`config.mk`:
```
export PLATFORM = sky130hd
export DESIGN_NAME = iq2phase_flat
export DESIGN_NICKNAME = d
export VERILOG_FILES = /design/src/rtl/iq2phase_if.sv /design/src/rtl/iq2phase.sv /design/src/flat_wrapper.sv
export SDC_FILE = /design/constraint.sdc
export NUM_CORES = 1
export LEC_CHECK = 0
export ABC_AREA = 1
export BUFFER_PORTS_ARGS = -buffer_cell sky130_fd_sc_hd__buf_2
export CELL_PAD_IN_SITES_DETAIL_PLACEMENT = 0
export CELL_PAD_IN_SITES_GLOBAL_PLACEMENT = 1
export CORE_MARGIN = 1
export CORE_UTILIZATION = 46
export CTS_BUF_LIST = sky130_fd_sc_hd__clkbuf_8
export DETAILED_ROUTE_END_ITERATION = 16
export PLACE_DENSITY_LB_ADDON = 0.08
export SLEW_MARGIN = 20
export SYNTH_ARGS = -nofsm -noshare
export SYNTH_HDL_FRONTEND = slang
export SYNTH_SLANG_ARGS = --single-unit
```
`constraint.sdc`:
```
create_clock -name clock -period 5.3 [get_ports clock]
set_input_delay 1.59 -clock clock [delete_from_list [all_inputs] [get_ports clock]]
set_output_delay 1.59 -clock clock [all_outputs]
set_load 0.01 [all_outputs]
```
`src/rtl/iq2phase_if.sv`:
```
// Sample/phase bus between the Hilbert filter, the iq2phase CORDIC stage and the speed averager.
interface iq2phase_if;
  logic               sample_in;
  logic signed [15:0] i_in;
  logic signed [15:0] q_in;
  logic signed [18:0] phase;
  logic               sample;
  logic               busy;
  logic               overrun;

  modport master (
    output sample_in, i_in, q_in,
    input  phase, sample, busy, overrun
  );

  modport slave (
    input  sample_in, i_in, q_in,
    output phase, sample, busy, overrun
  );
endinterface

```
`src/rtl/iq2phase.sv`:
```
// Vectoring CORDIC angle of each I/Q sample, emitted as the wrapped phase increment (9Q10 rad)
// since the previous sample, with a one-cycle strobe.
module iq2phase #(
  parameter int ITER = 14
) (
  input  logic       clock,
  input  logic       reset,
  iq2phase_if.slave  bus
);

  localparam int KW = (ITER > 1) ? $clog2(ITER) : 1;
  localparam logic [KW-1:0] K_LAST = KW'(ITER - 1);

  localparam logic signed [17:0] HALF_PI = 18'sd25736;
  localparam logic signed [18:0] PI_Q14  = 19'sd51472;
  localparam logic signed [18:0] TWO_PI  = 19'sd102944;

  typedef enum logic [1:0] {IDLE, ROT, DIFF} state_t;

  state_t             r_state, w_next;
  logic [KW-1:0]      r_k;
  logic signed [19:0] r_x, r_y;
  logic signed [17:0] r_z, r_z_prev;
  logic               r_zero;
  logic               r_primed;
  logic signed [18:0] r_phase;
  logic               r_sample;
  logic               r_overrun;

  logic signed [19:0] w_i_ext, w_q_ext;
  logic signed [19:0] w_x0, w_y0;
  logic signed [17:0] w_z0;
  logic               w_zero;
  logic               w_d_pos;
  logic signed [19:0] w_x_sh, w_y_sh, w_x_nxt, w_y_nxt;
  logic signed [17:0] w_atan, w_z_nxt;
  logic signed [18:0] w_diff, w_wrap, w_rnd, w_phase;

  function automatic logic signed [17:0] atan_q14(input int k);
    case (k)
      0:       return 18'sd12868;
      1:       return 18'sd7596;
      2:       return 18'sd4014;
      3:       return 18'sd2037;
      4:       return 18'sd1023;
      5:       return 18'sd512;
      6:       return 18'sd256;
      7:       return 18'sd128;
      8:       return 18'sd64;
      9:       return 18'sd32;
      10:      return 18'sd16;
      11:      return 18'sd8;
      12:      return 18'sd4;
      13:      return 18'sd2;
      14:      return 18'sd1;
      default: return 18'sd0;
    endcase
  endfunction

  // Inputs widened to 20 bits and scaled by 4 so that negating -32768 cannot overflow.
  assign w_i_ext = {{2{bus.i_in[15]}}, bus.i_in, 2'b00};
  assign w_q_ext = {{2{bus.q_in[15]}}, bus.q_in, 2'b00};
  assign w_zero  = (bus.i_in == 16'sd0) && (bus.q_in == 16'sd0);

  always_comb begin
    // NOTE: every always_comb output gets a default first, so no path can infer a latch.
    w_x0 = w_i_ext;
    w_y0 = w_q_ext;
    w_z0 = 18'sd0;
    if (bus.i_in[15]) begin
      if (!bus.q_in[15]) begin
        w_x0 = w_q_ext;
        w_y0 = -w_i_ext;
        w_z0 = HALF_PI;
      end else begin
        w_x0 = -w_q_ext;
        w_y0 = w_i_ext;
        w_z0 = -HALF_PI;
      end
    end
  end

  // One micro-rotation; x and y both update from their old values.
  assign w_d_pos = ~r_y[19];
  assign w_x_sh  = r_x >>> r_k;
  assign w_y_sh  = r_y >>> r_k;
  assign w_atan  = atan_q14(int'(r_k));
  assign w_x_nxt = w_d_pos ? (r_x + w_y_sh) : (r_x - w_y_sh);
  assign w_y_nxt = w_d_pos ? (r_y - w_x_sh) : (r_y + w_x_sh);
  // A zero vector has no angle; z is held at 0 while the rotations still run for fixed latency.
  assign w_z_nxt = r_zero ? r_z : (w_d_pos ? (r_z + w_atan) : (r_z - w_atan));

  assign w_diff = {r_z[17], r_z} - {r_z_prev[17], r_z_prev};

  always_comb begin
    w_wrap = w_diff;
    if (w_diff > PI_Q14)
      w_wrap = w_diff - TWO_PI;
    else if (w_diff <= -PI_Q14)
      w_wrap = w_diff + TWO_PI;
  end

  assign w_rnd   = w_wrap + 19'sd8;
  assign w_phase = w_rnd >>> 4;

  always_comb begin
    w_next = r_state;
    case (r_state)
      IDLE:    if (bus.sample_in) w_next = ROT;
      ROT:     if (r_k == K_LAST) w_next = DIFF;
      DIFF:    w_next = IDLE;
      default: w_next = IDLE;
    endcase
  end

  always_ff @(posedge clock) begin
    // NOTE: sequential state uses non-blocking assignments so every register samples pre-edge values.
    if (reset) r_state <= IDLE;
    else       r_state <= w_next;
  end

  always_ff @(posedge clock) begin
    if (reset) begin
      r_z_prev  <= '0;
      r_primed  <= 1'b0;
      r_phase   <= '0;
      r_sample  <= 1'b0;
      r_overrun <= 1'b0;
    end else begin
      r_sample <= 1'b0;
      if (bus.sample_in && (r_state != IDLE))
        r_overrun <= 1'b1;
      if (r_state == DIFF) begin
        r_z_prev <= r_z;
        r_primed <= 1'b1;
        if (r_primed) begin
          r_phase  <= w_phase;
          r_sample <= 1'b1;
        end
      end
    end
  end

  // NOTE: the CORDIC datapath is always loaded at capture before it is read, so it carries no reset.
  always_ff @(posedge clock) begin
    case (r_state)
      IDLE: begin
        if (bus.sample_in) begin
          r_x    <= w_x0;
          r_y    <= w_y0;
          r_z    <= w_z0;
          r_zero <= w_zero;
          r_k    <= '0;
        end
      end
      ROT: begin
        r_x <= w_x_nxt;
        r_y <= w_y_nxt;
        r_z <= w_z_nxt;
        r_k <= r_k + KW'(1);
      end
      default: ;
    endcase
  end

  assign bus.phase   = r_phase;
  assign bus.sample  = r_sample;
  assign bus.busy    = (r_state != IDLE);
  assign bus.overrun = r_overrun;

endmodule

```
`src/flat_wrapper.sv`:
```
// flat-port wrapper written by rule: the top's interface ports become plain ports
module iq2phase_flat 
#(
  parameter int ITER = 14
)
  (clock, reset, bus_sample_in, bus_i_in, bus_q_in, bus_phase, bus_sample, bus_busy, bus_overrun);
  iq2phase_if bus_i ();
  input  logic clock;
  input  logic reset;
  input wire logic [$bits(bus_i.sample_in)-1:0] bus_sample_in;
  input wire logic [$bits(bus_i.i_in)-1:0] bus_i_in;
  input wire logic [$bits(bus_i.q_in)-1:0] bus_q_in;
  output wire logic [$bits(bus_i.phase)-1:0] bus_phase;
  output wire logic [$bits(bus_i.sample)-1:0] bus_sample;
  output wire logic [$bits(bus_i.busy)-1:0] bus_busy;
  output wire logic [$bits(bus_i.overrun)-1:0] bus_overrun;
  assign bus_i.sample_in = bus_sample_in;
  assign bus_i.i_in = bus_i_in;
  assign bus_i.q_in = bus_q_in;
  assign bus_phase = bus_i.phase;
  assign bus_sample = bus_i.sample;
  assign bus_busy = bus_i.busy;
  assign bus_overrun = bus_i.overrun;
  iq2phase #(.ITER(ITER)) u_core (.clock(clock), .reset(reset), .bus(bus_i));
endmodule
```
# Yosys cells after proc, flatten, opt, wreduce, memory -nomap -nowiden
# Memory sizes are Yosys's and may differ from the RTL's. A register that Yosys moved wholly into a read port is not among the register bits.
# Index checks and enable logic that the tools add are counted.
# Widths: inputs -> output; s select.
# word_totals
ff_bits	101
romBits	224
inputBits	35
word_cells	74
memories	1
# mem_list
name	depth	width	read_ports	rd_clocked_by_memory_dff	write_ports	line	rtl
(name not given)	16	14	1	1	0	iq2phase.sv:40	case (k)
# classes
n_addsub	13
order_cmp	2
eq_ne	6
n_shift	2
mux	25
bitwise	1
n_reduce_logical	13
# ops
op	count
$mux 20	8
$mux 18	5
$pmux 20 s2	2
$add 20x20->20	2
$neg 18->20	2
$sshr 20x4->20	2
$sub 20x20->20	2
$mux 19	2
$pmux 18 s2	1
$logic_not 16->1	2
$add 19x18->19 const B	1
$add 19x5->19 const B	1
$gt 19x17->1 const B	1
$le 19x17->1 const B	1
$sub 18x18->19	1
$sub 19x18->19 const B	1
$add 18x18->18	1
$sub 18x18->18	1
$mux 4	2
$pmux 4 s2	1
$reduce_and 2->1	4
$add 4x1->4 const B	1
$eq 4x4->1 const B	1
$mux 2	2
other kinds (12)	15

# Depth between registers and ports, before layout
# depth
word_depth	5
mapped_depth	35
ltp_nobuf	34

# Worst setup path before layout
# Ideal clock, no wire load.
# synth_path
path_type	register -> register
start	reg u_core.r_k[0]
end	reg u_core.r_y[18], data pin
arrival_time_ps	4256
required_time_ps	5032
setup_slack_ps	776
path_stages_with_launch	27
period_less_slack_ps	4524
cell_sequence	edfxtp_1 > buf_2 > buf_2 > nand2_1 > nand3_1 > o21ai_0 > o21ai_0 > o21ai_0 > ha_1 > nand3_1 > nor3_1 > nor2_1 > xnor2_1 > inv_1 > ha_1 > inv_1 > o311ai_0 > nand2_1 > nand2_1 > a21oi_1 > o21ai_0 > a21boi_0 > o21ai_0 > a21oi_1 > o21ai_0 > xnor2_1 > o21ai_0
# synth_via
elab_chain_len	4
word_cells_on_any_way	5
classes_between	add/sub: 2; shift: 1; mux: 2
# synth_rtl
item	line	rtl
from (decl)	iq2phase.sv:21	logic [KW-1:0] r_k;
from (signal assigned)	iq2phase.sv:160	r_k <= r_k + KW'(1);
$sshr 20x4->20 (*)	iq2phase.sv:85	assign w_x_sh = r_x >>> r_k;
$sub 20x20->20 / $add 20x20->20 (equally long branches)	iq2phase.sv:89	assign w_y_nxt = w_d_pos ? (r_y - w_x_sh) : (r_y + w_x_sh);
$mux 20 (*)	iq2phase.sv:89	
$pmux 20 s2 (*)	iq2phase.sv:146	case (r_state)
to (signal assigned)	iq2phase.sv:150	r_y <= w_y0;
to (signal assigned)	iq2phase.sv:158	r_y <= w_y_nxt;
to (decl)	iq2phase.sv:22	logic signed [19:0] r_x, r_y;
# Every way passes the cells marked *; elsewhere a longest branch is shown, timed or not.
# A chain may end at the register's enable or synchronous reset.

# Final worst setup path
# layout_path
start	reg u_core.r_k[0]
end	reg u_core.r_y[19], data pin
# The elaborated chain is that of the path after synthesis.

==> impl_metrics.py <==
metrics = {
    "finish": {
        "drive_above_1_share_pct": 10.6,
        "antenna_cells": 0,
        "areaGrowthSynthToFinish_pct": 8.81,
        "finalNetCount": 2219,
    },
    "sta": {
        "worst_slack_ps": 305,
        "finalSetupTns_ps": 0,
        "worst_pin_slew_ps": 1070,
        "finalSetupViolCount": 0,
        "slew_viol_final": 0,
        "maxSlewHeadroom_pct": 28.1,
        "hold_viol_final": 0,
        "timing.final.crit_share_pct": 94.2,
        "fmax_mhz": 200,
        "fin_worst_skew_ps": 20.4,
        "fin_crit_ps": 4990,
        "rsz0062_at_grt": "yes",
    },
    "clocking": {
        "numCtsBuffers": 17,
        "cts.sinks": 115,
        "cts_tree": "done",
        "hold_buffers": 0,
        "cts-root-buf": "clkbuf_8",
        "cts.reportedPaths.clkPinSlew_ps": 80,
        "cts-htree-levels": 4,
        "clock_latency_ps": 470,
        "cts_max_path_buffers": 2,
    },
    "worst_setup_path": {
        "rr_startpoint": "u_core.r_k[0]$_DFFE_PP_",
        "slowest_delay_ps": 500,
        "arrival_ps": 5200,
        "r2r_slack_ps": 310,
        "crit_type": "reg -> reg",
        "cp_max_fo": 28,
        "cp_slowest_cell": "edfxtp_1",
        "cp-end-kind": "register",
        "cp-startpoint": "u_core.r_k[0]$_DFFE_PP_",
        "cp_top_family": "compound AO/OA/AOI/OAI gates",
        "start_kind": "register",
        "cp_data_required_time_ps": 5510,
        "r2r_cells": 25,
        "r2r_end": "u_core.r_y[19]$_DFFE_PP_",
        "path_buf_inv": 3,
        "crit_top_cell": "o21ai_0",
    },
    "logic_synthesis": {
        "ys_top_cells_by_area": "nand2_1 16%, edfxtp_1 15%, ha_1 8.6%, dfxtp_1 8.1%, o21ai_0 7.4%",
        "synth-seq-area-share_pct": 22.7,
        "synthAdderAreaFrac_pct": 9.23,
        "synth-xor-area-share_pct": 6.78,
        "synth_compound_area_share_pct": 18.6,
        "ys_warn_count": 0,
        "syn_inst": 2045,
        "async_flop_share_pct": 0,
        "ys.flop_type": "edfxtp_1",
        "synth.distinct_cells": 57,
        "yosysTopAreaCellShare_pct": 15.7,
        "synth_top_family_by_area": "simple AND/OR/NAND/NOR gates",
        "synth-seq-cells": 115,
        "synthMuxAreaShare_pct": 0.784,
        "synth-edff-count": 63,
        "synth_area_per_cell_um2": 6.32,
        "synthSimpleGateAreaFrac_pct": 31.7,
        "syn_nets": 2173,
        "syn-cell-area_um2": 12900,
        "synth_largest_area_cell": "nand2_1",
    },
    "global_routing": {
        "grt_pass1_vias": 12500,
        "grt-busiest-layer": "met2",
        "globalRouteMet3Util_pct": 2.87,
        "grt_max_degree": 55,
        "global_route.usage.met1_pct": 31.8,
        "antenna_found_initial": 0,
        "grt_util_all_layers_pct": 27.1,
        "grt_util_met2_pct": 49.3,
        "grt_pass1_wl_um": 61700,
        "grt-ovfl-total": 0,
    },
    "die": {
        "dieArea_um2": 28800,
        "core.rowCount": 61,
        "core_area_um2": 27700,
        "ios": 57,
        "dieHeight_um": 170,
        "start_util_pct": 46.7,
        "fp.dieW_um": 170,
    },
    "placed_design": {
        "post-dp-hpwl_um": 30300,
        "io_buffers": 56,
        "post-place-ws_ps": 14.8,
        "gp_congestion": 0.915,
    },
    "pwr": {
        "finalPower_mw": 6.98,
        "irDropWorstVdd_mv": 0.165,
        "leakage_nw": 6.88,
        "p_per_area_nw_per_um2": 496,
    },
    "hold_path": {
        "holdPathStages": 2,
        "min_to": "u_core.r_primed$_SDFFE_PP0N_",
        "min_from": "u_core.r_primed$_SDFFE_PP0N_",
        "hp-class": "reg -> reg",
    },
    "route": {
        "dr.pass1.iters": 5,
        "ant_nets": 0,
        "totalWireLength_um": 38100,
        "wl_per_cell_um": 15.4,
        "route.detailed.drc": 0,
        "vias_per_cell": 5.29,
        "drt_iter0_drc": 805,
        "dr_total_vias": 13100,
    },
    "run_status": {
        "status": "finished, final reports clean",
    },
    "flow_run": {
        "maxCapViolCount": 0,
    },
}
final cells by class:
type	instances	area [um2]
fillers	2931	13600
multi-input cells	1592	8700
flip-flops and latches	115	2930
inverters	264	993
repair buffers	101	631
well taps	378	473
clock buffers	18	248
clock inverters	14	87.6
power breakdown:
| group | total, mW | switching, mW | leakage [nW] | internal (mW) |
|---|---|---|---|---|
| clock | 0.750 | 0.419 | 0.177 | 0.331 |
| combinational | 4.93 | 3.14 | 5.65 | 1.79 |
| sequential | 1.30 | 0.156 | 1.05 | 1.15 |
| total | 6.98 | 3.72 | 6.88 | 3.26 |
registers in the layout, indices dropped and copies added (netlist names):
| register | flops |
|---|---|
| u_core.r_x | 20 |
| u_core.r_y | 20 |
| u_core.r_z | 18 |
| u_core.r_z_prev | 18 |
| u_core.bus.phase | 15 |
| u_core.w_atan | 14 |
| u_core.r_k | 4 |
| u_core.r_state | 2 |
| u_core.bus.overrun | 1 |
| u_core.bus.sample | 1 |
| u_core.r_primed | 1 |
| u_core.r_zero | 1 |
tightest hold or removal path: cells and delay by family (launching register included):
kind | cells | cell delay [ps]
flip-flops | 1 | 300
AO/OA/AOI/OAI | 1 | 60
buffers and inverters | 1 | 60
logic make-up (layout without fill, tap and decap cells):
| kind of cell | count (synthesis) | after routing |
|---|---|---|
| AND/OR/NAND/NOR | 959 | 959 |
| AO/OA/AOI/OAI | 435 | 435 |
| buffers and inverters | 338 | 397 |
| flip-flops | 115 | 115 |
| XOR/XNOR | 95 | 95 |
| adder cells (fa/ha/maj) | 93 | 93 |
| multiplexers | 10 | 10 |
stage by stage:
step / cell area (um2) / hold slack (ps) / instances / util (%)
after floorplan: 12900 / 435 / 2045 / -
after global placement: 13700 / 444 / 2446 / 49.4
after detailed placement: 13700 / 447 / 2446 / 49.4
after CTS: 14000 / 458 / 2478 / 50.6
after global routing: 14100 / 485 / 2482 / 50.8
final: 14100 / 457 / 2482 / 50.8
cell usage in the layout, fill, tap and decap left out, types with 17 or more instances in the layout:
cell,instances
nand2_1,542
inv_1,245
o21ai_0,176
nor2_1,169
a21oi_1,146
nand3_1,126
ha_1,89
edfxtp_1,63
xor2_1,61
buf_2,56
dfxtp_1,52
buf_4,44
xnor2_1,31
o21ai_1,26
nor3_1,25
o211ai_1,21
nand2_2,21
clkbuf_8,18
or2_2,17
synth_stat cells, drive strengths merged (2+ instances only):
cell,n
nand3,133
xnor2,31
nand4,11
nor4,5
nor3,29
dfxtp,52
xor2,64
nor2,181
a22o,6
clkbuf,51
o211ai,21
and3,2
nor3b,2
o21bai,7
edfxtp,63
fa,4
or2,19
o31ai,6
a211oi,2
a21oi,151
a31oi,10
o22ai,4
inv,260
buf,23
clkinv,4
mux2i,9
and2,4
o21ai,203
nand2,566
a31o,2
a21boi,2
nand3b,7
o21a,8
ha,89
o221ai,8
o311ai,2
what timing repair did:
item,in CTS,in global routing
buffers inserted,0,4
endpoints found under the hold margin,0,0
pin swaps,0,3
gates resized for setup,2,21
gates cloned,0,0
setup endpoints to repair,1,8
worst max path at each step:
| stage | end | depth (start not counted) | slack, ps |
|---|---|---|---|
| CTS | u_core.r_y[18]$_DFFE_PP_ | 26 | 30 |
| detailed placement | u_core.r_y[18]$_DFFE_PP_ | 26 | 10 |
| finish | u_core.r_y[19]$_DFFE_PP_ | 25 | 310 |
| global placement | u_core.r_y[18]$_DFFE_PP_ | 26 | 70 |
| global route | u_core.r_y[18]$_DFFE_PP_ | 29 | -80 |
| floorplan | u_core.r_y[18]$_DFFE_PP_ | 26 | 780 |
routing by layer:
metal | up-vias | part of all wire [%] | routed length [um]
li1 | 6817 | - | -
met1 | 5974 | 44 | 16800
met2 | 252 | 49 | 18800
met3 | 78 | 2.7 | 1030
met4 | 0 | 4.0 | 1510
met5 | - | 0 | 0
Note: power is estimated with default switching activity, not from simulation.
